File: src/rtl/letc_core_axi_arb_if.sv
// Shared types for the LETC AXI front-end and the AXI4 manager/subordinate interface.
package letc_core_axi_arb_pkg;
  typedef logic [33:0] paddr_t;
  typedef logic [31:0] word_t;
  typedef enum logic [1:0] {SIZE_BYTE = 2'd0, SIZE_HALF = 2'd1, SIZE_WORD = 2'd2} size_e;
  localparam int ID_W = 4;
endpackage

interface axi_if;
  import letc_core_axi_arb_pkg::*;
  logic [ID_W-1:0] awid;
  paddr_t          awaddr;
  logic [7:0]      awlen;
  logic [2:0]      awsize;
  logic [1:0]      awburst;
  logic            awvalid;
  logic            awready;
  word_t           wdata;
  logic [3:0]      wstrb;
  logic            wlast;
  logic            wvalid;
  logic            wready;
  logic [ID_W-1:0] bid;
  logic [1:0]      bresp;
  logic            bvalid;
  logic            bready;
  logic [ID_W-1:0] arid;
  paddr_t          araddr;
  logic [7:0]      arlen;
  logic [2:0]      arsize;
  logic [1:0]      arburst;
  logic            arvalid;
  logic            arready;
  logic [ID_W-1:0] rid;
  word_t           rdata;
  logic [1:0]      rresp;
  logic            rlast;
  logic            rvalid;
  logic            rready;

  modport manager (
    output awid, awaddr, awlen, awsize, awburst, awvalid, wdata, wstrb, wlast, wvalid, bready,
           arid, araddr, arlen, arsize, arburst, arvalid, rready,
    input  awready, wready, bid, bresp, bvalid, arready, rid, rdata, rresp, rlast, rvalid
  );
  modport subordinate (
    input  awid, awaddr, awlen, awsize, awburst, awvalid, wdata, wstrb, wlast, wvalid, bready,
           arid, araddr, arlen, arsize, arburst, arvalid, rready,
    output awready, wready, bid, bresp, bvalid, arready, rid, rdata, rresp, rlast, rvalid
  );
endinterface

File: src/rtl/letc_core_axi_arb.sv
// Round-robin arbiter sharing one AXI4 manager port between single-beat requesters.
// The granted request is latched; all AXI fields come from that copy.
module letc_core_axi_arb_lane
  import letc_core_axi_arb_pkg::*;
(
  input  logic  sel,
  input  logic  err,
  input  word_t rdata,
  output logic  ready,
  output logic  fault,
  output word_t data
);
  assign ready = sel;
  assign fault = sel & err;
  assign data  = sel ? rdata : '0;
endmodule

module letc_core_axi_arb
  import letc_core_axi_arb_pkg::*;
#(
  parameter int NUM_REQUESTERS = 3,
  parameter int AXI_ID         = 0
) (
  input  logic                         i_clk,
  input  logic                         i_rst_n,
  axi_if.manager                       axi,
  input  logic  [NUM_REQUESTERS-1:0]   i_valid,
  output logic  [NUM_REQUESTERS-1:0]   o_ready,
  output logic  [NUM_REQUESTERS-1:0]   o_fault,
  input  logic  [NUM_REQUESTERS-1:0]   i_wen_nren,
  input  size_e [NUM_REQUESTERS-1:0]   i_size,
  input  paddr_t [NUM_REQUESTERS-1:0]  i_addr,
  input  word_t [NUM_REQUESTERS-1:0]   i_wdata,
  output word_t [NUM_REQUESTERS-1:0]   o_rdata
);
  localparam int IDX_W = (NUM_REQUESTERS > 1) ? $clog2(NUM_REQUESTERS) : 1;

  typedef struct packed {
    logic [IDX_W-1:0] idx;
    logic             wen;
    size_e            size;
    paddr_t           addr;
    word_t            wdata;
  } req_t;

  typedef enum logic [2:0] {IDLE, R_AR, R_DATA, W_AW_W, W_AW, W_W, W_B, FAULT} state_e;

  state_e           state, state_nxt;
  logic [IDX_W-1:0] rr;
  req_t             req;
  logic             found, misaligned, done, err;
  logic [IDX_W-1:0] pick;
  logic             arvalid, awvalid, wvalid, rready, bready;
  logic [3:0]       strb;
  word_t            wdata_rep, lane, rdata_ext, rd;

  // First valid requester at or after the round-robin pointer.
  always_comb begin
    int c;
    c     = 0;
    found = 1'b0;
    pick  = '0;
    for (int k = 0; k < NUM_REQUESTERS; k++) begin
      c = (int'(rr) + k) % NUM_REQUESTERS;
      if (!found && i_valid[c]) begin
        found = 1'b1;
        pick  = IDX_W'(c);
      end
    end
  end

  assign misaligned = (i_size[pick] == SIZE_HALF && i_addr[pick][0]) ||
                      (i_size[pick] == SIZE_WORD && i_addr[pick][1:0] != 2'b00);

  always_comb begin
    state_nxt = state;
    arvalid   = 1'b0;
    awvalid   = 1'b0;
    wvalid    = 1'b0;
    rready    = 1'b0;
    bready    = 1'b0;
    done      = 1'b0;
    err       = 1'b0;
    case (state)
      IDLE:
        if (found) state_nxt = misaligned ? FAULT : (i_wen_nren[pick] ? W_AW_W : R_AR);
      R_AR: begin
        arvalid = 1'b1;
        if (axi.arready) state_nxt = R_DATA;
      end
      R_DATA: begin
        rready = 1'b1;
        if (axi.rvalid) begin
          done      = 1'b1;
          err       = axi.rresp != 2'b00;
          state_nxt = IDLE;
        end
      end
      W_AW_W: begin
        awvalid = 1'b1;
        wvalid  = 1'b1;
        case ({axi.awready, axi.wready})
          2'b11:   state_nxt = W_B;
          2'b10:   state_nxt = W_W;
          2'b01:   state_nxt = W_AW;
          default: state_nxt = W_AW_W;
        endcase
      end
      W_AW: begin
        awvalid = 1'b1;
        if (axi.awready) state_nxt = W_B;
      end
      W_W: begin
        wvalid = 1'b1;
        if (axi.wready) state_nxt = W_B;
      end
      W_B: begin
        bready = 1'b1;
        if (axi.bvalid) begin
          done      = 1'b1;
          err       = axi.bresp != 2'b00;
          state_nxt = IDLE;
        end
      end
      FAULT: begin
        done      = 1'b1;
        err       = 1'b1;
        state_nxt = IDLE;
      end
      default: state_nxt = IDLE;
    endcase
  end

  always_ff @(posedge i_clk or negedge i_rst_n) begin
    if (!i_rst_n) begin
      state <= IDLE;
      rr    <= '0;
      req   <= '0;
    end else begin
      state <= state_nxt;
      if (state == IDLE && found)
        req <= '{idx: pick, wen: i_wen_nren[pick], size: i_size[pick],
                 addr: i_addr[pick], wdata: i_wdata[pick]};
      if (done) rr <= IDX_W'((int'(req.idx) + 1) % NUM_REQUESTERS);
    end
  end

  // Lane placement for writes and lane extraction for reads, both keyed on the latched address.
  always_comb begin
    strb      = 4'b1111;
    wdata_rep = req.wdata;
    rdata_ext = axi.rdata;
    lane      = axi.rdata >> {req.addr[1:0], 3'b000};
    case (req.size)
      SIZE_BYTE: begin
        strb      = 4'b0001 << req.addr[1:0];
        wdata_rep = {4{req.wdata[7:0]}};
        rdata_ext = {24'b0, lane[7:0]};
      end
      SIZE_HALF: begin
        strb      = req.addr[1] ? 4'b1100 : 4'b0011;
        wdata_rep = {2{req.wdata[15:0]}};
        rdata_ext = {16'b0, lane[15:0]};
      end
      default: ;
    endcase
  end

  assign rd = (state == R_DATA) ? rdata_ext : '0;

  assign axi.awid    = ID_W'(AXI_ID);
  assign axi.awaddr  = {req.addr[33:2], 2'b00};
  assign axi.awlen   = 8'd0;
  assign axi.awsize  = 3'b010;
  assign axi.awburst = 2'b00;
  assign axi.awvalid = awvalid;
  assign axi.wdata   = wdata_rep;
  assign axi.wstrb   = strb;
  assign axi.wlast   = 1'b1;
  assign axi.wvalid  = wvalid;
  assign axi.bready  = bready;
  assign axi.arid    = ID_W'(AXI_ID);
  assign axi.araddr  = {req.addr[33:2], 2'b00};
  assign axi.arlen   = 8'd0;
  assign axi.arsize  = 3'b010;
  assign axi.arburst = 2'b00;
  assign axi.arvalid = arvalid;
  assign axi.rready  = rready;

  logic unused;
  assign unused = ^{axi.bid, axi.rid, axi.rlast, req.wen};

  for (genvar i = 0; i < NUM_REQUESTERS; i++) begin : g_lane
    letc_core_axi_arb_lane u_lane (
      .sel   (done && req.idx == IDX_W'(i)),
      .err   (err),
      .rdata (rd),
      .ready (o_ready[i]),
      .fault (o_fault[i]),
      .data  (o_rdata[i])
    );
  end
endmodule

File: src/flat_wrapper.sv
// flat-port wrapper written by rule: the top's interface ports become plain ports
module letc_core_axi_arb_flat import letc_core_axi_arb_pkg::*;
#(
  parameter int NUM_REQUESTERS = 3,
  parameter int AXI_ID         = 0
)
  (i_clk, i_rst_n, i_valid, o_ready, o_fault, i_wen_nren, i_size, i_addr, i_wdata, o_rdata, axi_awid, axi_awaddr, axi_awlen, axi_awsize, axi_awburst, axi_awvalid, axi_wdata, axi_wstrb, axi_wlast, axi_wvalid, axi_bready, axi_arid, axi_araddr, axi_arlen, axi_arsize, axi_arburst, axi_arvalid, axi_rready, axi_awready, axi_wready, axi_bid, axi_bresp, axi_bvalid, axi_arready, axi_rid, axi_rdata, axi_rresp, axi_rlast, axi_rvalid);
  axi_if axi_i ();
  input  logic i_clk;
  input  logic i_rst_n;
  input  logic  [NUM_REQUESTERS-1:0] i_valid;
  output logic  [NUM_REQUESTERS-1:0] o_ready;
  output logic  [NUM_REQUESTERS-1:0] o_fault;
  input  logic  [NUM_REQUESTERS-1:0] i_wen_nren;
  input  size_e [NUM_REQUESTERS-1:0] i_size;
  input  paddr_t [NUM_REQUESTERS-1:0] i_addr;
  input  word_t [NUM_REQUESTERS-1:0] i_wdata;
  output word_t [NUM_REQUESTERS-1:0] o_rdata;
  output wire logic [$bits(axi_i.awid)-1:0] axi_awid;
  output wire logic [$bits(axi_i.awaddr)-1:0] axi_awaddr;
  output wire logic [$bits(axi_i.awlen)-1:0] axi_awlen;
  output wire logic [$bits(axi_i.awsize)-1:0] axi_awsize;
  output wire logic [$bits(axi_i.awburst)-1:0] axi_awburst;
  output wire logic [$bits(axi_i.awvalid)-1:0] axi_awvalid;
  output wire logic [$bits(axi_i.wdata)-1:0] axi_wdata;
  output wire logic [$bits(axi_i.wstrb)-1:0] axi_wstrb;
  output wire logic [$bits(axi_i.wlast)-1:0] axi_wlast;
  output wire logic [$bits(axi_i.wvalid)-1:0] axi_wvalid;
  output wire logic [$bits(axi_i.bready)-1:0] axi_bready;
  output wire logic [$bits(axi_i.arid)-1:0] axi_arid;
  output wire logic [$bits(axi_i.araddr)-1:0] axi_araddr;
  output wire logic [$bits(axi_i.arlen)-1:0] axi_arlen;
  output wire logic [$bits(axi_i.arsize)-1:0] axi_arsize;
  output wire logic [$bits(axi_i.arburst)-1:0] axi_arburst;
  output wire logic [$bits(axi_i.arvalid)-1:0] axi_arvalid;
  output wire logic [$bits(axi_i.rready)-1:0] axi_rready;
  input wire logic [$bits(axi_i.awready)-1:0] axi_awready;
  input wire logic [$bits(axi_i.wready)-1:0] axi_wready;
  input wire logic [$bits(axi_i.bid)-1:0] axi_bid;
  input wire logic [$bits(axi_i.bresp)-1:0] axi_bresp;
  input wire logic [$bits(axi_i.bvalid)-1:0] axi_bvalid;
  input wire logic [$bits(axi_i.arready)-1:0] axi_arready;
  input wire logic [$bits(axi_i.rid)-1:0] axi_rid;
  input wire logic [$bits(axi_i.rdata)-1:0] axi_rdata;
  input wire logic [$bits(axi_i.rresp)-1:0] axi_rresp;
  input wire logic [$bits(axi_i.rlast)-1:0] axi_rlast;
  input wire logic [$bits(axi_i.rvalid)-1:0] axi_rvalid;
  assign axi_awid = axi_i.awid;
  assign axi_awaddr = axi_i.awaddr;
  assign axi_awlen = axi_i.awlen;
  assign axi_awsize = axi_i.awsize;
  assign axi_awburst = axi_i.awburst;
  assign axi_awvalid = axi_i.awvalid;
  assign axi_wdata = axi_i.wdata;
  assign axi_wstrb = axi_i.wstrb;
  assign axi_wlast = axi_i.wlast;
  assign axi_wvalid = axi_i.wvalid;
  assign axi_bready = axi_i.bready;
  assign axi_arid = axi_i.arid;
  assign axi_araddr = axi_i.araddr;
  assign axi_arlen = axi_i.arlen;
  assign axi_arsize = axi_i.arsize;
  assign axi_arburst = axi_i.arburst;
  assign axi_arvalid = axi_i.arvalid;
  assign axi_rready = axi_i.rready;
  assign axi_i.awready = axi_awready;
  assign axi_i.wready = axi_wready;
  assign axi_i.bid = axi_bid;
  assign axi_i.bresp = axi_bresp;
  assign axi_i.bvalid = axi_bvalid;
  assign axi_i.arready = axi_arready;
  assign axi_i.rid = axi_rid;
  assign axi_i.rdata = axi_rdata;
  assign axi_i.rresp = axi_rresp;
  assign axi_i.rlast = axi_rlast;
  assign axi_i.rvalid = axi_rvalid;
  letc_core_axi_arb #(.NUM_REQUESTERS(NUM_REQUESTERS), .AXI_ID(AXI_ID)) u_core (.i_clk(i_clk), .i_rst_n(i_rst_n), .axi(axi_i), .i_valid(i_valid), .o_ready(o_ready), .o_fault(o_fault), .i_wen_nren(i_wen_nren), .i_size(i_size), .i_addr(i_addr), .i_wdata(i_wdata), .o_rdata(o_rdata));
endmodule
File: config.mk
export PLATFORM = sky130hd
export DESIGN_NAME = letc_core_axi_arb_flat
export DESIGN_NICKNAME = d
export VERILOG_FILES = /design/src/rtl/letc_core_axi_arb_if.sv /design/src/rtl/letc_core_axi_arb.sv /design/src/flat_wrapper.sv
export SDC_FILE = /design/constraint.sdc
export NUM_CORES = 1
export LEC_CHECK = 0
export ABC_AREA = 1
export BUFFER_PORTS_ARGS = -buffer_cell sky130_fd_sc_hd__buf_2
export CORE_AREA = 2 2 196 198
export DETAILED_ROUTE_END_ITERATION = 7
export DIE_AREA = 0 0 198 200
export PLACE_DENSITY = 0.53
export SLEW_MARGIN = 20
export SYNTH_ARGS = -nofsm -noshare
export SYNTH_HDL_FRONTEND = slang
export SYNTH_SLANG_ARGS = --single-unit
File: constraint.sdc
create_clock -name i_clk -period 2.4 [get_ports i_clk]
set_input_delay 0.36 -clock i_clk [delete_from_list [all_inputs] [get_ports i_clk]]
set_output_delay 0.36 -clock i_clk [all_outputs]
set_load 0.01 [all_outputs]
==> flow_summary.ini <==
[critical_path]
critPathKind = reg2out
startpoint = u_core.state[0]
cp_max_fo = 8
timing.rr.start = u_core.rr[1]
cp.required_ns = 2.04
path_buf_inv = 5
crit_path_end_kind = primary output
worstPathCellList = inv_2 > nand2_4 > nor2_4 > nand2_2 > nand3b_1 > buf_6 > buf_6 > nand2_8 > clkbuf_16 > nor2_1 > buf_2
critical_path.slowest_cell = dfrtp_1
cp-start-kind = flip-flop
cp_top_family = buffers and inverters
r2r_slack_ns = 0.10
cp.depth = 11
max_stage_delay_ns = 0.40
r2r_cells = 13
cp.arrival_ns = 2.02
path_common_cell = buf_6

[cells_and_area]
fillers = 4178
final_util_pct = 28.5
num_antenna_cells = 0
multi_input_area_um2 = 4320
register_area_um2 = 1880
syn2layout_area_growth_pct = 45.0
final_nets = 1723
drive_gt1_share_pct = 51.3
final_common_cell = buf_2
layout_common_cells = buf_2, nand2_1, nor2_1

[grt]
grt_use_met2_pct = 30.0
grt.total_usage_pct = 15.9
use_met3_pct = 3.09
grtUsageMet1_pct = 17.5
gr-total-overflow = 0
grt_max_degree = 54
grt_first_pass_wirelength_um = 47300
grt_pass1_vias = 8196
antenna_found_initial = 1
grt-busiest-layer = met2

[placement]
hpwl_um = 27400
dp_worst_setup_slack_ns = -0.00496
io_buffers = 459
gp_congestion = 0.911

[floorplan]
core_um2 = 37400
ios = 508
chipWidth_um = 198
die-area_um2 = 39600
start_util_pct = 19.7
die_height_um = 200
rows = 71

[synth]
synth-seq-area-share_pct = 25.5
ys_ff_latch = 75
postSynthCellCount = 1043
yosys_warnings = 0
syn_avg_cell_area_um2 = 7.06
synthArstFlopShare_pct = 100
synth-edff-count = 0
synth_ff_type = dfrtp_1
syn_area_um2 = 7360
yosysUniqueCellTypes = 36

[route]
vias_per_cell = 4.34
drt_first_pass_iters = 4
wire_per_inst_um = 17.6
drtIter0Drc = 237
drc_errors = 0
routed_wl_um = 34600
vias = 8539
drtAntennaViolNets = 0

[sta]
fmax_ghz = 0.419
tns_ns = 0
min_period_ns = 2.38
clock_skew_ns = 0.00980
period_share_pct = 99.3
finalHoldViolCount = 0
setup_viol = 0
slew_headroom_pct = 64.1
final_max_slew_viol_count = 0
rsz0062_at_grt = true
worstMarginPinSlew_ns = 0.538
finalWorstSetupSlack_ns = 0.0158

[cts]
htreeDepth = 3
cts_tree = built
clockRootBuffer = clkbuf_16
cts_buffers = 9
cts.path.max_buffers = 2
cts.clk_slew.worst_paths_ns = 0.07
insertion_delay_ns = 0.35
numClockSinks = 75

[status]
status = finished, final reports clean

[run]
max_cap_violations = 0

[min_path]
min_path_cells = 3
holdCritStartpoint = i_wdata[65]
hp-class = in2reg

[power]
p_leak_uw = 0.00555
total_power_uw = 15700
power_density_nw_per_um2 = 1470
ir_drop_uv = 609
[kinds of logic (layout without fill, tap and decap cells)]
group / count (synthesis) / count (layout) / synth area share, %
adders and majority gates: 8 / 8 / 1.36
AOI/OAI and AO/OA: 206 / 206 / 22.8
DFF: 75 / 75 / 25.5
and+or+nand+nor: 498 / 499 / 28.6
other: 2 / 39 / 0.102
buffers and inverters: 254 / 631 / 21.7
[metrics by stage]
step / hold slack (ns) / std cells / instance area [µm²]
final: 0.253 / 1969 / 10700
after global routing: 0.251 / 1969 / 10700
after CTS: 0.236 / 1946 / 10200
after detailed placement: 0.383 / 1924 / 9680
after global placement: 0.386 / 1924 / 9680
after floorplan: 0.0644 / 1080 / 7500
[synth_stat cells, types with 6 or more instances]
| master | instances | area, µm² |
|---|---|---|
| o22ai_1 | 14 | 87.6 |
| buf_2 | 27 | 135 |
| nand3_1 | 85 | 425 |
| dfrtp_1 | 75 | 1880 |
| inv_1 | 67 | 251 |
| nor2_1 | 190 | 713 |
| a21oi_1 | 11 | 55.1 |
| o221ai_1 | 6 | 52.6 |
| o21ai_0 | 51 | 255 |
| clkbuf_1 | 16 | 60.1 |
| nand2_2 | 8 | 50.1 |
| o21ai_2 | 51 | 447 |
| o21ai_1 | 7 | 35.0 |
| ha_1 | 8 | 100 |
| nand2_1 | 198 | 743 |
| buf_4 | 122 | 916 |
| o211ai_2 | 50 | 626 |
| buf_12 | 6 | 120 |
| buf_6 | 6 | 67.6 |
| o211ai_1 | 14 | 105 |
[layer usage]
metal	vias up	share of wire (%)
li1	4091	-
met3	58	6.0
met5	-	0.038
met2	394	52
met4	2	3.8
met1	3994	38
[tightest hold or removal path, stage by stage]
cell	delay, ns
buf_2	0.08
nand3_1	0.07
o211ai_2	0.06
[final timing paths]
check,endpoint
worst min register to register,u_core.req[24]
worst max-delay path,o_fault[1]
worst min-delay path,u_core.req[1]
min in group asynchronous,u_core.axi.araddr[21]
worst max register to register,u_core.req[10]
max in group asynchronous,u_core.req[30]
[cell type report]
cell class,instances,area share [%]
Clock buffer,12,2.31
Clock inverter,4,0.692
Inverter,75,2.82
Multi-Input combinational cell,752,40.4
Sequential cell,75,17.6
Tap cell,511,5.99
Timing Repair Buffer,540,30.1
[what timing repair did]
item | in CTS | in global routing
setup buffers | 5 | 17
resized for setup | 50 | 68
endpoints found under the hold margin | 1 | 0
pin swaps | 8 | 17
gates cloned | 0 | 6
setup endpoints to repair | 105 | 144
hold buffers | 1 | 0
[where the power goes]
group,internal [µW],switching [µW],leakage [µW]
clock,942,588,0.000157
sequential,1930,574,0.000922
combinational,4460,7210,0.00447
[flip-flops by register name, indices dropped and copies added (netlist names)]
| name | flops |
|---|---|
| u_core.req | 38 |
| u_core.axi.araddr | 32 |
| u_core.state | 3 |
| u_core.rr | 2 |
Power figures use the tool's default switching activity.
